File: config.mk
export PLATFORM = sky130hd
export DESIGN_NAME = vga_draw_arbiter
export DESIGN_NICKNAME = d
export VERILOG_FILES = /design/src/rtl/vga_pkg.sv /design/src/rtl/rr_picker.sv /design/src/rtl/vga_draw_arbiter.sv
export SDC_FILE = /design/constraint.sdc
export NUM_CORES = 1
export LEC_CHECK = 0
export ABC_AREA = 0
export ABC_CLOCK_PERIOD_IN_PS = 3730
export CAP_MARGIN = 10
export CORE_MARGIN = 3
export CORE_UTILIZATION = 40
export CTS_CLUSTER_DIAMETER = 100
export CTS_CLUSTER_SIZE = 14
export DETAILED_ROUTE_END_ITERATION = 12
export PLACE_DENSITY = 0.86
export SLEW_MARGIN = 20
export SYNTH_ARGS = -nofsm -noshare
export SYNTH_HDL_FRONTEND = slang
export SYNTH_SLANG_ARGS = --single-unit
File: constraint.sdc
create_clock -name clk -period 3.73 [get_ports clk]
set_input_delay 0.5595 -clock clk [delete_from_list [all_inputs] [get_ports clk]]
set_output_delay 0.5595 -clock clk [all_outputs]
set_load 0.005 [all_outputs]
File: src/rtl/vga_pkg.sv
// vga_pkg: shared screen geometry, pixel field widths and arbiter state encoding.
//   SCREEN_W/SCREEN_H  visible raster size
//   X_W/Y_W/COL_W      adapter pixel field widths
//   arb_state_t        ARB (choosing an owner) / OWN (owner drives the port)
package vga_pkg;
  localparam int SCREEN_W = 160;
  localparam int SCREEN_H = 120;
  localparam int X_W = $clog2(SCREEN_W);
  localparam int Y_W = $clog2(SCREEN_H);
  localparam int COL_W = 3;
  typedef enum logic {ARB = 1'b0, OWN = 1'b1} arb_state_t;
endpackage

File: src/rtl/rr_picker.sv
// rr_picker: combinational round-robin search, first req at or above ptr with wrap.
//   req     request vector
//   ptr     index searched first
//   found   any request present
//   idx     winning index
//   onehot  winning index as one-hot, zero when nothing found
module rr_picker #(
  parameter int N_REQ = 4,
  parameter int IW = 2
) (
  input  logic [N_REQ-1:0] req,
  input  logic [IW-1:0]    ptr,
  output logic             found,
  output logic [IW-1:0]    idx,
  output logic [N_REQ-1:0] onehot
);
  logic [IW-1:0] j;
  // Walk from the farthest slot back to ptr so the nearest hit is written last.
  always_comb begin
    found = 1'b0;
    idx = '0;
    j = '0;
    for (int k = N_REQ - 1; k >= 0; k--) begin
      j = IW'((int'(ptr) + k) % N_REQ);
      if (req[j]) begin
        found = 1'b1;
        idx = j;
      end
    end
    onehot = found ? N_REQ'(1) << idx : '0;
  end
endmodule

File: src/rtl/vga_draw_arbiter.sv
// vga_draw_arbiter: round-robin owner of the single VGA adapter pixel-write port.
//   clk, reset          clock, synchronous active-low reset
//   req/done            per-drawer request level and release pulse (owner only)
//   x_in/y_in/colour_in packed per-drawer pixel, drawer i in slice i
//   plot_in             per-drawer write strobe
//   grant/busy          registered one-hot owner and any-owner flag
//   x_out..plot_out     registered adapter pixel port
//   timeout_flag        sticky hold-timeout indicator, only with DRAW_ARB_TIMEOUT_EN
module vga_draw_arbiter
  import vga_pkg::*;
#(
  parameter int N_REQ = 4,
  parameter int TIMEOUT_CYCLES = 20000
) (
  input  logic                     clk,
  input  logic                     reset,
  input  logic [N_REQ-1:0]         req,
  input  logic [N_REQ-1:0]         done,
  input  logic [X_W*N_REQ-1:0]     x_in,
  input  logic [Y_W*N_REQ-1:0]     y_in,
  input  logic [COL_W*N_REQ-1:0]   colour_in,
  input  logic [N_REQ-1:0]         plot_in,
  output logic [N_REQ-1:0]         grant,
  output logic [X_W-1:0]           x_out,
  output logic [Y_W-1:0]           y_out,
  output logic [COL_W-1:0]         colour_out,
  output logic                     plot_out,
  output logic                     busy
`ifdef DRAW_ARB_TIMEOUT_EN
  ,
  output logic                     timeout_flag
`endif
);
  localparam int IW = N_REQ > 1 ? $clog2(N_REQ) : 1;
  arb_state_t state;
  logic [IW-1:0] ptr, owner, idx;
  logic [N_REQ-1:0] onehot;
  logic found, hit_timeout, release_now;
  rr_picker #(.N_REQ(N_REQ), .IW(IW)) picker (
    .req(req),
    .ptr(ptr),
    .found(found),
    .idx(idx),
    .onehot(onehot)
  );
`ifdef DRAW_ARB_TIMEOUT_EN
  localparam int CW = $clog2(TIMEOUT_CYCLES + 1);
  logic [CW-1:0] hold;
  assign hit_timeout = state == OWN && hold == CW'(TIMEOUT_CYCLES - 1);
  // Counter sits at zero through ARB, so it starts from zero on the first OWN cycle.
  always_ff @(posedge clk) begin
    if (!reset) begin
      hold <= '0;
      timeout_flag <= 1'b0;
    end else begin
      hold <= state == OWN ? hold + 1'b1 : '0;
      if (hit_timeout) timeout_flag <= 1'b1;
    end
  end
`else
  logic unused_cfg;
  assign unused_cfg = ^TIMEOUT_CYCLES;
  assign hit_timeout = 1'b0;
`endif
  assign release_now = done[owner] | ~req[owner] | hit_timeout;
  always_ff @(posedge clk) begin
    if (!reset) begin
      state <= ARB;
      grant <= '0;
      busy <= 1'b0;
      ptr <= '0;
      owner <= '0;
      x_out <= '0;
      y_out <= '0;
      colour_out <= '0;
      plot_out <= 1'b0;
    end else if (state == ARB) begin
      plot_out <= 1'b0;
      if (found) begin
        state <= OWN;
        grant <= onehot;
        busy <= 1'b1;
        owner <= idx;
        ptr <= idx == IW'(N_REQ - 1) ? '0 : idx + 1'b1;
      end
    end else if (release_now) begin
      // The owner's pixel on the release edge is dropped; coordinates hold.
      state <= ARB;
      grant <= '0;
      busy <= 1'b0;
      plot_out <= 1'b0;
    end else begin
      x_out <= x_in[X_W*owner +: X_W];
      y_out <= y_in[Y_W*owner +: Y_W];
      colour_out <= colour_in[COL_W*owner +: COL_W];
      plot_out <= plot_in[owner];
    end
  end
endmodule
Word level (Yosys, flattened, before mapping)
Index checks and enable logic that the tools add are counted.
- add/sub/neg operators: 4
- multipliers: 2
- divide/modulo/power cells: 0
- magnitude comparators: 5
- eq/ne operators: 2
- shifts and indexed selects: 4
- multiplexer cells: 32
- bitwise gates (word level): 5
- reductions and logical operators: 5
- operators by type and width (cell ; number):
    $shiftx A32 B6 Y8 ; 1
    $shiftx A28 B6 Y7 ; 1
    $mux W1 ; 17
    $lt A2 B3 Y1 const B ; 5
    $bmux W1 S2 ; 7
    $mux W4 ; 3
    $shiftx A12 B5 Y3 ; 1
    $mux W2 ; 5
    $reduce_and A2 Y1 ; 3
    $mul A3 B2 Y5 const A ; 1
    $add A2 B1 Y2 const B ; 2
    $add A2 B2 Y2 const B ; 2
    $mul A2 B2 Y4 const A ; 1
    $not A1 Y1 ; 4
    $shl A1 B2 Y4 const A ; 1
    $reduce_or A3 Y1 ; 1
    $eq A2 B2 Y1 const B ; 1
    $ne A2 B1 Y1 const B ; 1
    $reduce_bool A2 Y1 ; 1
    $or A1 B1 Y1 ; 1
- register bits after elaboration: 29
- latch bits: 0
- RAM bits: 0
- memory bits (read-only): 0
- input port bits: 86
- output and inout bits: 24
- word-level logic and storage cells: 68
- memories: 0

Depth between registers and ports, before layout
Gate-level depths: netlist (run 1).
- depth after elaboration: 10
- mapped depth: 7
- depth with buffers taken out: 7

Cells and area by module
Synthesis (run 1) repeated with hierarchy kept, for this count alone.
- cells, all modules: 186
- area total of the unflattened synthesis: 1871.8 µm²
- modules (own cells, without submodules) (module ; times used ; cells an instance ; area an instance (µm²) ; seq. area each (µm²)):
    vga_draw_arbiter ; 1 ; 157 ; 1689.1 ; 580.6
    rr_picker ; 1 ; 29 ; 182.7 ; 0.0

Worst setup path after synthesis (run 1)
OpenSTA, ideal clock, no wires.
- path kind: input port to flip-flop
- start point: input port req[2]
- end point: register ptr[0]
- arrival: 1.749 ns
- setup slack: 1.920 ns
- cell stages on the path: 7
- path buffers: 0
- cell sequence: nor2b_1 or2_2 o22ai_1 inv_1 ha_1 nor3_1 a32o_1
- word-level cells in the longest chain between the ends: 8
- elaborated cells between the ends (all ways): 20
- ends and longest elaborated chain (element ; RTL line ; text):
    start: declaration ; vga_draw_arbiter.sv:17 ; input logic [N_REQ-1:0] req,
    $bmux W1 S2 ; rr_picker.sv:25 ; if (req[j]) begin
    $mux W1 (not written as such) ; rr_picker.sv:25 ;
    $mux W2 (3 in series) ; rr_picker.sv:25 ;
    $mux W2 (*) ; rr_picker.sv:25 ;
    via idx[1] ; vga_draw_arbiter.sv:36 ; logic [IW-1:0] ptr, owner, idx;
    $eq A2 B2 Y1 (*) ; vga_draw_arbiter.sv:84 ; ptr <= idx == IW'(N_REQ - 1) ? '0 : idx + 1'b1;
    $mux W2 (*) ; vga_draw_arbiter.sv:84 ;
    end signal: assignment ; vga_draw_arbiter.sv:84 ;
    end: declaration ; vga_draw_arbiter.sv:36 ;
Mark *: on every way through the listed nets, which the timed path passes. The rest lies on a longest branch. The select of a mux whose other input is x is not followed.
A chain may end at the register's enable or synchronous reset.

Worst setup path in the final report (run 1)
- start point: input port req[1]
- end point: register ptr[0]
- word-level cells in the longest chain between the ends: 8
- elaborated cells between the ends (all ways): 20
- ends and longest elaborated chain (element ; RTL line):
    $bmux W1 S2 ; rr_picker.sv:25
    $mux W1 (not written as such) ; rr_picker.sv:25
    $mux W2 (4 in series) ; rr_picker.sv:25
    $add A2 B1 Y2 or $eq A2 B2 Y1 (tied branches) ; vga_draw_arbiter.sv:84
    $mux W2 ; vga_draw_arbiter.sv:84
Parallel ways exist; a longest one is shown, timed or not. The select of a mux whose other input is x is not followed.

==> flow_summary.toml, run 1 <==
[synth]
synth_area_leaders = "dfxtp_1 (32%), mux4_2 (24%), mux2i_1 (10%), nand2_1 (8.8%), ha_1 (2.8%)"
syn_nets = 261
synthCells = 171
syn_avg_cell_area_um2 = 10.5
synth_edf_count = 0
synth_top_area_frac = 0.322
yosysWarnings = 0
synth-seq-area-share = 0.322
synth_top_area_cell = "dfxtp_1"
syn-cell-area_um2 = 1800
synthFlopType = "dfxtp_1"
ys_ff_latch = 29
synth_cell_types = 35
synthArstFlopShare = 0

[sta]
worstMarginPinSlew_ns = 1.07
fin_crit_ns = 2.29
drv_slew = 0
finClkSkew_ns = 0.00953
finalCritPeriodShare = 0.613
rsz0062_at_grt = "no"
timing.slew.headroom = 0.285
setup_tns_ns = 0
fmax_mhz = 437
setup_viol = 0
finalHoldViolations = 0

[critical_path]
slowest_delay_ns = 0.50
reg2reg_depth = 4
critPathBufInv = 2
crit_slowest_cell = "clkdlybuf4s50_1"
critPathTopFamily = "compound AO/OA/AOI/OAI gates"
path_depth = 8
worst_setup_path_start_kind = "input port"
crit_fanout = 5
crit_required_ns = 3.95
cp-end-kind = "flip-flop"
r2r_slack_ns = 1.73
worstPathArrival_ns = 2.51
timing.critical_path.cells = "clkdlybuf4s50_1, nand2b_1, a21boi_1, o221ai_1, inv_1, ha_1, nor3_1, a32o_1"
rr_startpoint = "owner[1]"
crit_type = "input port to flip-flop"
regToRegEndpoint = "x_out[4]"

[cells_and_area]
final-seq-area_um2 = 582
area_growth_pct = 65.1
final_core_util = 0.712
n_fill_cell = 331
num_antenna_cells = 0
final_common_cell = "clkdlybuf4s50_1"
layout_common_cells = "clkdlybuf4s50_1 (109), nand2_1 (42), dfxtp_1 (28)"
final_cells = 327
finalNetCount = 366
drive_gt1_frac = 0.137
multi_input_area_um2 = 1120

[detailed_routing]
wl_per_cell_um = 14.7
antenna_left = 0
vias = 1735
vias_per_cell = 5.31
drc = 0
dr.pass1.iters = 4
drt_iter0_drc = 73
routed_wl_um = 4810

[clocking]
clockRootBuffer = "clkbuf_8"
cts_made_buffers = 5
h-tree-depth = 2
clock_sinks = 29
cts.path.max_buffers = 2
cts.clk_slew.worst_paths_ns = 0.07
postCtsHoldBufs = 0
cts_setup_buffers = 0
worstSkewPairLatency_ns = 0.27
cts_tree = "done"
ctsResizeCount = 0

[pwr]
powerDensity_nw_per_um2 = 312
p_leak_nw = 1.16
switchingPower_uw = 254
pwr-share-clk = 0.260
swShare = 0.273
ir_drop_v = 0.000177
combPwrFrac = 0.330
seqPwrFrac = 0.410
p_int_uw = 675

[floorplanning]
boundaryPins = 110
die_h_um = 73.1
start_util = 0.431
rows = 23
die_area_um2 = 5340
die_w_um = 73.1
core_um2 = 4170

[global_route]
grt_pass1_wl_um = 7740
grt_usage = 0.188
antenna_found_initial = 0
grt_start_max_net_pins = 43
grt_pass1_vias = 1791
grt_overflow = 0

[hold_path]
hold_end = "y_out[1]"
whs_path_depth = 2
worstHoldStart = "y_out[1]"
hold_class = "flip-flop to flip-flop"

[place]
io_buffers = 109
post-place-cells = 319
gp_congestion = 0.824
hpwl_um = 3870

[run]
cap_viol_max_count = 0

[outcome]
status = "finished, final reports clean"
-- power groups by stage --
stage                     registers (mW)  clock network (mW)  logic, mW
final                              0.381               0.241      0.307
after global routing               0.387               0.264      0.334
after CTS                          0.382               0.250      0.310
after detailed placement           0.388                   0      0.309
after global placement             0.386                   0      0.301
after floorplan                    0.359                   0      0.190
-- sequential cells by signal (all words and copies together) (netlist names) --
| name | cells |
|---|---|
| busy | 1 |
| x_out | 8 |
| colour_out | 3 |
| state | 1 |
| ptr | 2 |
| y_out | 7 |
| owner | 2 |
| plot_out | 1 |
| grant | 4 |
-- cells by family after synthesis --
family / count (synthesis) / synth area share
AOI/OAI and AO/OA: 24 / 0.107
and+or+nand+nor: 59 / 0.148
DFF: 29 / 0.322
adders and majority gates: 4 / 0.0278
buffers and inverters: 18 / 0.0570
muxes: 37 / 0.338
-- Yosys cell counts (2+ instances only) --
master,n
nand2b_1,3
a21oi_1,8
nor2_1,3
nor2b_1,2
a311oi_1,4
inv_1,4
buf_6,3
ha_1,4
mux2i_1,18
dfxtp_1,29
buf_4,2
nand2_1,42
buf_2,4
clkbuf_1,5
o21ai_0,2
mux4_2,19
-- cell type report --
type	instances	area share
well taps	50	0.0210
inverters	4	0.00505
flip-flops and latches	29	0.196
multi-input cells	124	0.376
clock buffers	6	0.0244
clock inverters	2	0.00337
repair buffers	112	0.375
-- layer usage --
| layer | track usage | wire [um] |
|---|---|---|
| met4 | 0.0635 | 54 |
| met3 | 0.0799 | 500 |
| met5 | 0 | 0 |
| met2 | 0.328 | 2490 |
| met1 | 0.203 | 1760 |
-- stage by stage --
| step | cell area [um2] | setup WS (ns) | hold slack, ns | total power, mW |
|---|---|---|---|---|
| 2_1_floorplan | 1800 | 1.92 | 0.454 | 0.549 |
| 3_3_place_gp | 2890 | 1.24 | 0.443 | 0.687 |
| 3_5_place_dp | 2890 | 1.16 | 0.452 | 0.697 |
| 4_1_cts | 2970 | 1.45 | 0.459 | 0.941 |
| 5_1_grt | 2970 | 1.28 | 0.479 | 0.985 |
| 6_report | 2970 | 1.44 | 0.457 | 0.929 |
-- worst max path at each step --
stage / start / end / slack [ns]
5_1_grt: req[1] / ptr[0] / 1.28
6_report: req[1] / ptr[0] / 1.44
3_5_place_dp: req[1] / ptr[0] / 1.16
3_3_place_gp: req[1] / ptr[0] / 1.24
4_1_cts: req[1] / ptr[0] / 1.45
2_1_floorplan: req[2] / ptr[0] / 1.92
-- worst min-delay path, cell delays in order, from the launching register on --
cell and delay [ns]:
dfxtp_1 0.31, nand2_1 0.05, mux2i_1 0.05
Power figures use the tool's default switching activity.
==> inputs of run 2 (changes only) <==
Settings changed: ABC_CLOCK_PERIOD_IN_PS 3730 to 1900, CORE_UTILIZATION 40 to 34, PLACE_DENSITY 0.86 to 0.77.
Clock period 3.73 ns to 1.9 ns, I/O delays scaled along.
==> run 2 against run 1 <==
Utilization down 6.8 points. Sequential share of layout area down 1.2 points. Global-route usage down 1.6 points. Critical path depth unchanged. Critical path type unchanged.
==> flow_summary.toml, run 2 (same netlist as run 1, synthesis figures left out) <==
[global_route]
grt_start_max_net_pins = 25
grt_usage = 0.172
grt_pass1_vias = 1772
grt_pass1_wl_um = 8160
antenna_found_initial = 0
grt_overflow = 0

[detailed_routing]
dr.pass1.iters = 4
drt_iter0_drc = 52
wl_per_cell_um = 14.2
drc = 0
routed_wl_um = 5110
vias = 1771
antenna_left = 0
vias_per_cell = 4.93

[clocking]
cts.clk_slew.worst_paths_ns = 0.06
worstSkewPairLatency_ns = 0.27
cts_tree = "done"
clockRootBuffer = "clkbuf_8"
cts_made_buffers = 5
clock_sinks = 29
h-tree-depth = 2
cts_setup_buffers = 0
cts.path.max_buffers = 2

[critical_path]
timing.critical_path.cells = "clkdlybuf4s50_1, nor2b_1, or2_2, o22ai_2, buf_4, ha_1, nand2_1, a311oi_1"
cp-end-kind = "flip-flop"
crit_required_ns = 2.09
slowest_delay_ns = 0.45
r2r_slack_ns = 0.38
regToRegEndpoint = "grant[1]"
crit_start = "req[2]"
worstPathArrival_ns = 1.90
worst_setup_path_start_kind = "input port"
crit_fanout = 4
rr_startpoint = "ptr[0]"
crit_slowest_cell = "clkdlybuf4s50_1"
crit_type = "input port to flip-flop"
reg2reg_depth = 7

[cells_and_area]
final_core_util = 0.644
finalNetCount = 381
layout_common_cells = "clkdlybuf4s50_1 (109), nand2_1 (42), dfxtp_1 (28)"
final-seq-area_um2 = 582
area_growth_pct = 75.7
reg_top3 = "x_out x8, y_out x7, grant x4"
multi_input_area_um2 = 1130
final_common_cell = "clkdlybuf4s50_1"
largest_reg_flops = 8
num_antenna_cells = 0
largest_register = "x_out"
drive_gt1_frac = 0.192
n_fill_cell = 448

[hold_path]
whs_path_depth = 2
hold_class = "flip-flop to flip-flop"
hold_end = "x_out[1]"
worstHoldStart = "x_out[1]"

[sta]
drv_slew = 0
fin_crit_ns = 1.71
hold_slack_ns = 0.456
setup_viol = 0
finClkSkew_ns = 0.00754
finalCritPeriodShare = 0.898
rsz0062_at_grt = "no"
fmax_mhz = 586
timing.slew.headroom = 0.762
finalHoldViolations = 0
worstMarginPinSlew_ns = 0.356

[pwr]
p_leak_nw = 1.26
ir_drop_v = 0.000299
finalPower_mw = 1.97
powerDensity_nw_per_um2 = 622

[floorplanning]
die_area_um2 = 6200
rows = 25
die_w_um = 78.8
start_util = 0.367
boundaryPins = 110
die_h_um = 78.8
core_um2 = 4910

[place]
io_buffers = 109
gp_congestion = 0.734
hpwl_um = 4280

[run]
cap_viol_max_count = 0

[outcome]
status = "finished, final reports clean"
==> run 2: critical path: cells and delay by family <==
family	cells	cell delay, ns
fa+ha+maj	1	0.16
simple gates	3	0.50
compound gates	2	0.36
buf+inv	2	0.59
==> run 2: worst max path at each step <==
stage | slack (ns) | cells past startpoint | endpoint
CTS | 0.11 | 8 | ptr[0]
detailed placement | -0.18 | 8 | ptr[0]
global route | 0.04 | 8 | grant[3]
finish | 0.19 | 8 | grant[1]
floorplan | 0.36 | 7 | ptr[0]
global placement | -0.12 | 8 | ptr[0]
==> run 2: final cells by class <==
class | count | area share
Multi-Input combinational cell | 124 | 0.357
Timing Repair Buffer | 127 | 0.396
Clock inverter | 1 | 0.00158
Inverter | 4 | 0.00475
Tap cell | 67 | 0.0265
Clock buffer | 7 | 0.0305
Sequential cell | 29 | 0.184
==> run 2: through the flow <==
| step | setup slack, ns | setup TNS (ns) | instance area, um2 | cells |
|---|---|---|---|---|
| finish | 0.193 | 0 | 3160 | 359 |
| global route | 0.0370 | 0 | 3160 | 359 |
| CTS | 0.107 | 0 | 3150 | 359 |
| detailed placement | -0.182 | -0.892 | 3050 | 351 |
| global placement | -0.124 | -0.467 | 3050 | 351 |
| floorplan | 0.365 | 0 | 1800 | 171 |
==> run 2: routing by layer <==
metal | routed length (um) | track usage | up-vias
li1 | - | - | 865
met1 | 1870 | 0.181 | 823
met2 | 2670 | 0.302 | 79
met3 | 539 | 0.0839 | 4
met4 | 32 | 0.0472 | 0
met5 | 0 | 0 | -
==> run 2: what timing repair did <==
action                     in CTS  in global routing
hold endpoints to repair        0                  0
gates resized for setup         0                  2
setup endpoints to repair       0                  1
hold buffers                    0                  0
==> run 2: where the power goes <==
part	switching (mW)	leakage, nW	internal [mW]
clock network	0.229	0.0542	0.327
logic	0.247	0.968	0.461
registers	0.0441	0.237	0.660
==> inputs of run 3 (changes only) <==
Settings changed: CELL_PAD_IN_SITES_DETAIL_PLACEMENT set to 0, CELL_PAD_IN_SITES_GLOBAL_PLACEMENT set to 1, CORE_UTILIZATION 34 to 24, PLACE_DENSITY 0.77 to unset, PLACE_DENSITY_LB_ADDON set to 0.1, SYNTH_HIERARCHICAL set to 1.
==> run 3 against run 2 <==
Power is 0.51% higher. Hold slack improved by 0.0019 ns. Sequential share of layout area decreased by 0.23 points. Setup slack got worse by 0.014 ns. Via count up 0.40%. First-iteration DRC count down 50%. Routed wire length up 11%. Clock power is essentially flat. Sequential power is 0.6% higher.
==> flow_summary.toml, run 3 <==
[global_route]
grt_start_max_net_pins = 49
grt_pass1_vias = 1762
grt_pass1_wl_um = 8850
antenna_found_initial = 0
grt_usage = 0.127
grt_overflow = 0

[critical_path]
r2r_slack_ns = 0.27
crit_end = "y_out[4]"
slowest_delay_ns = 0.58
crit_fanout = 19
reg2reg_depth = 6
crit_slowest_cell = "mux4_2"
crit_required_ns = 2.10
rr_startpoint = "ptr[0]"
timing.critical_path.cells = "clkdlybuf4s50_1, nor2b_1, mux4_2, nand2_8, mux2i_1"
crit_type = "input port to flip-flop"
worstPathArrival_ns = 1.92
critPathBufInv = 1
worst_setup_path_start_kind = "input port"
crit_start = "req[2]"
path_depth = 5
critPathTopFamily = "multiplexers"
regToRegEndpoint = "ptr[1]"
cp-end-kind = "flip-flop"

[detailed_routing]
drc = 0
wl_per_cell_um = 14.3
dr.pass1.iters = 4
vias = 1778
routed_wl_um = 5690
met2_wirelength_um = 2660
antenna_left = 0
drt_iter0_drc = 26
met3_length_um = 537
top_layer = "met4"
vias_per_cell = 4.47
m1WireLength_um = 2440

[pwr]
p_leak_nw = 1.29
ir_drop_v = 0.000240
powerDensity_nw_per_um2 = 619

[clocking]
cts.path.max_buffers = 2
clockRootBuffer = "clkbuf_8"
postCtsHoldBufs = 0
cts_tree = "done"
cts_setup_buffers = 0
clock_sinks = 29
h-tree-depth = 2
cts.clk_slew.worst_paths_ns = 0.06
cts_made_buffers = 5
ctsResizeCount = 0
worstSkewPairLatency_ns = 0.28

[cells_and_area]
final-seq-area_um2 = 581
layout_common_cells = "clkdlybuf4s50_1 (109), nand2_1 (41), dfxtp_1 (29)"
reg_top3 = "x_out x8, y_out x7, grant x4"
final_core_util = 0.431
num_antenna_cells = 0
n_fill_cell = 724
multi_input_area_um2 = 1200
finalNetCount = 385
final_common_cell = "clkdlybuf4s50_1"
drive_gt1_frac = 0.140
largest_register = "x_out"
largest_reg_flops = 8
area_growth_pct = 70.7

[sta]
finalHoldViolations = 0
setup_viol = 0
rsz0062_at_grt = "no"
setup_tns_ns = 0
hold_slack_ns = 0.458
worstMarginPinSlew_ns = 0.532
timing.slew.headroom = 0.645
drv_slew = 0
worst_slack_ns = 0.179
fmax_mhz = 581
finalCritPeriodShare = 0.906
finClkSkew_ns = 0.00558
fin_crit_ns = 1.72

[floorplanning]
boundaryPins = 110
die_w_um = 94.3
die_area_um2 = 8890
core_um2 = 7410
die_h_um = 94.3
rows = 31
start_util = 0.253

[hold_path]
hold_class = "flip-flop to flip-flop"
worstHoldStart = "y_out[1]"

[synth]
synthCells = 186
synth_area_leaders = "dfxtp_1 (31%), mux4_2 (24%), mux2i_1 (14%), nand2_1 (8.2%), nor2b_1 (5.0%)"
syn_avg_cell_area_um2 = 10.1
syn-cell-area_um2 = 1870
syn_nets = 273
ys_ff_latch = 29
synth_edf_count = 0
synth-seq-area-share = 0.310
synth_top_area_cell = "dfxtp_1"
synth_top_area_frac = 0.310
ys_top_cells_by_count = "nand2_1 (41), dfxtp_1 (29), mux2i_1 (26)"
synth.most_common_cell = "nand2_1"
synth_cell_types = 30
synthArstFlopShare = 0
synthFlopType = "dfxtp_1"
yosysWarnings = 6

[place]
hpwl_um = 4370
io_buffers = 109
gp_congestion = 0.760
pre_cts_ws_ns = -0.109

[outcome]
status = "finished, final reports clean"

[run]
cap_viol_max_count = 0
[run 3: cell count changes after synthesis, moves of 2 or more]
cell      before  now
a21oi_1        8    3
a311oi_1       4    0
a31oi_1        0    4
buf_6          3    1
clkbuf_1       5    9
ha_1           4    1
inv_1          4    1
mux2i_1       18   26
nor2_1         3   13
nor2b_1        2   15
[run 3: worst min path at each step]
| stage | cells past startpoint | slack, ns | to |
|---|---|---|---|
| 2_1_floorplan | 2 | 0.45 | busy |
| 3_3_place_gp | 2 | 0.44 | x_out[2] |
| 3_5_place_dp | 2 | 0.45 | y_out[2] |
| 4_1_cts | 2 | 0.46 | y_out[1] |
| 5_1_grt | 2 | 0.49 | y_out[1] |
| 6_report | 2 | 0.46 | y_out[1] |
[run 3: cell families after synthesis]
| kind of cell | share of synthesized area |
|---|---|
| simple gates | 0.184 |
| compound gates | 0.0682 |
| flops | 0.310 |
| mux | 0.380 |
| fa+ha+maj | 0.00668 |
| buf+inv | 0.0508 |
[run 3: area by class of cell]
type	count	share of cell area
clock buffers	7	0.0301
clock inverters	1	0.00157
inverters	2	0.00235
multi-input cells	140	0.374
flip-flops and latches	29	0.182
well taps	99	0.0388
repair buffers	120	0.371
[run 3: tightest hold or removal path, stage by stage (launching register included)]
cell,delay (ns)
dfxtp_1,0.31
nand2_1,0.05
mux2i_1,0.05
[run 3: through the flow]
| step | cell area, um2 | cells | power, mW |
|---|---|---|---|
| after global routing | 3200 | 398 | 2.11 |
| after floorplan | 1870 | 186 | 1.11 |
| after CTS | 3200 | 398 | 2.02 |
| after global placement | 3090 | 390 | 1.44 |
| after detailed placement | 3090 | 390 | 1.44 |
| final | 3200 | 398 | 1.98 |
[run 3: per-layer routing]
metal | vias to the layer above | GRT usage
li1 | 891 | -
met1 | 807 | 0.162
met4 | 0 | 0.0289
met3 | 4 | 0.0481
met5 | - | 0
met2 | 76 | 0.205
[run 3: report_power, final]
group | switching (mW) | internal (mW)
registers | 0.0505 | 0.658
logic | 0.258 | 0.452
clock network | 0.232 | 0.327
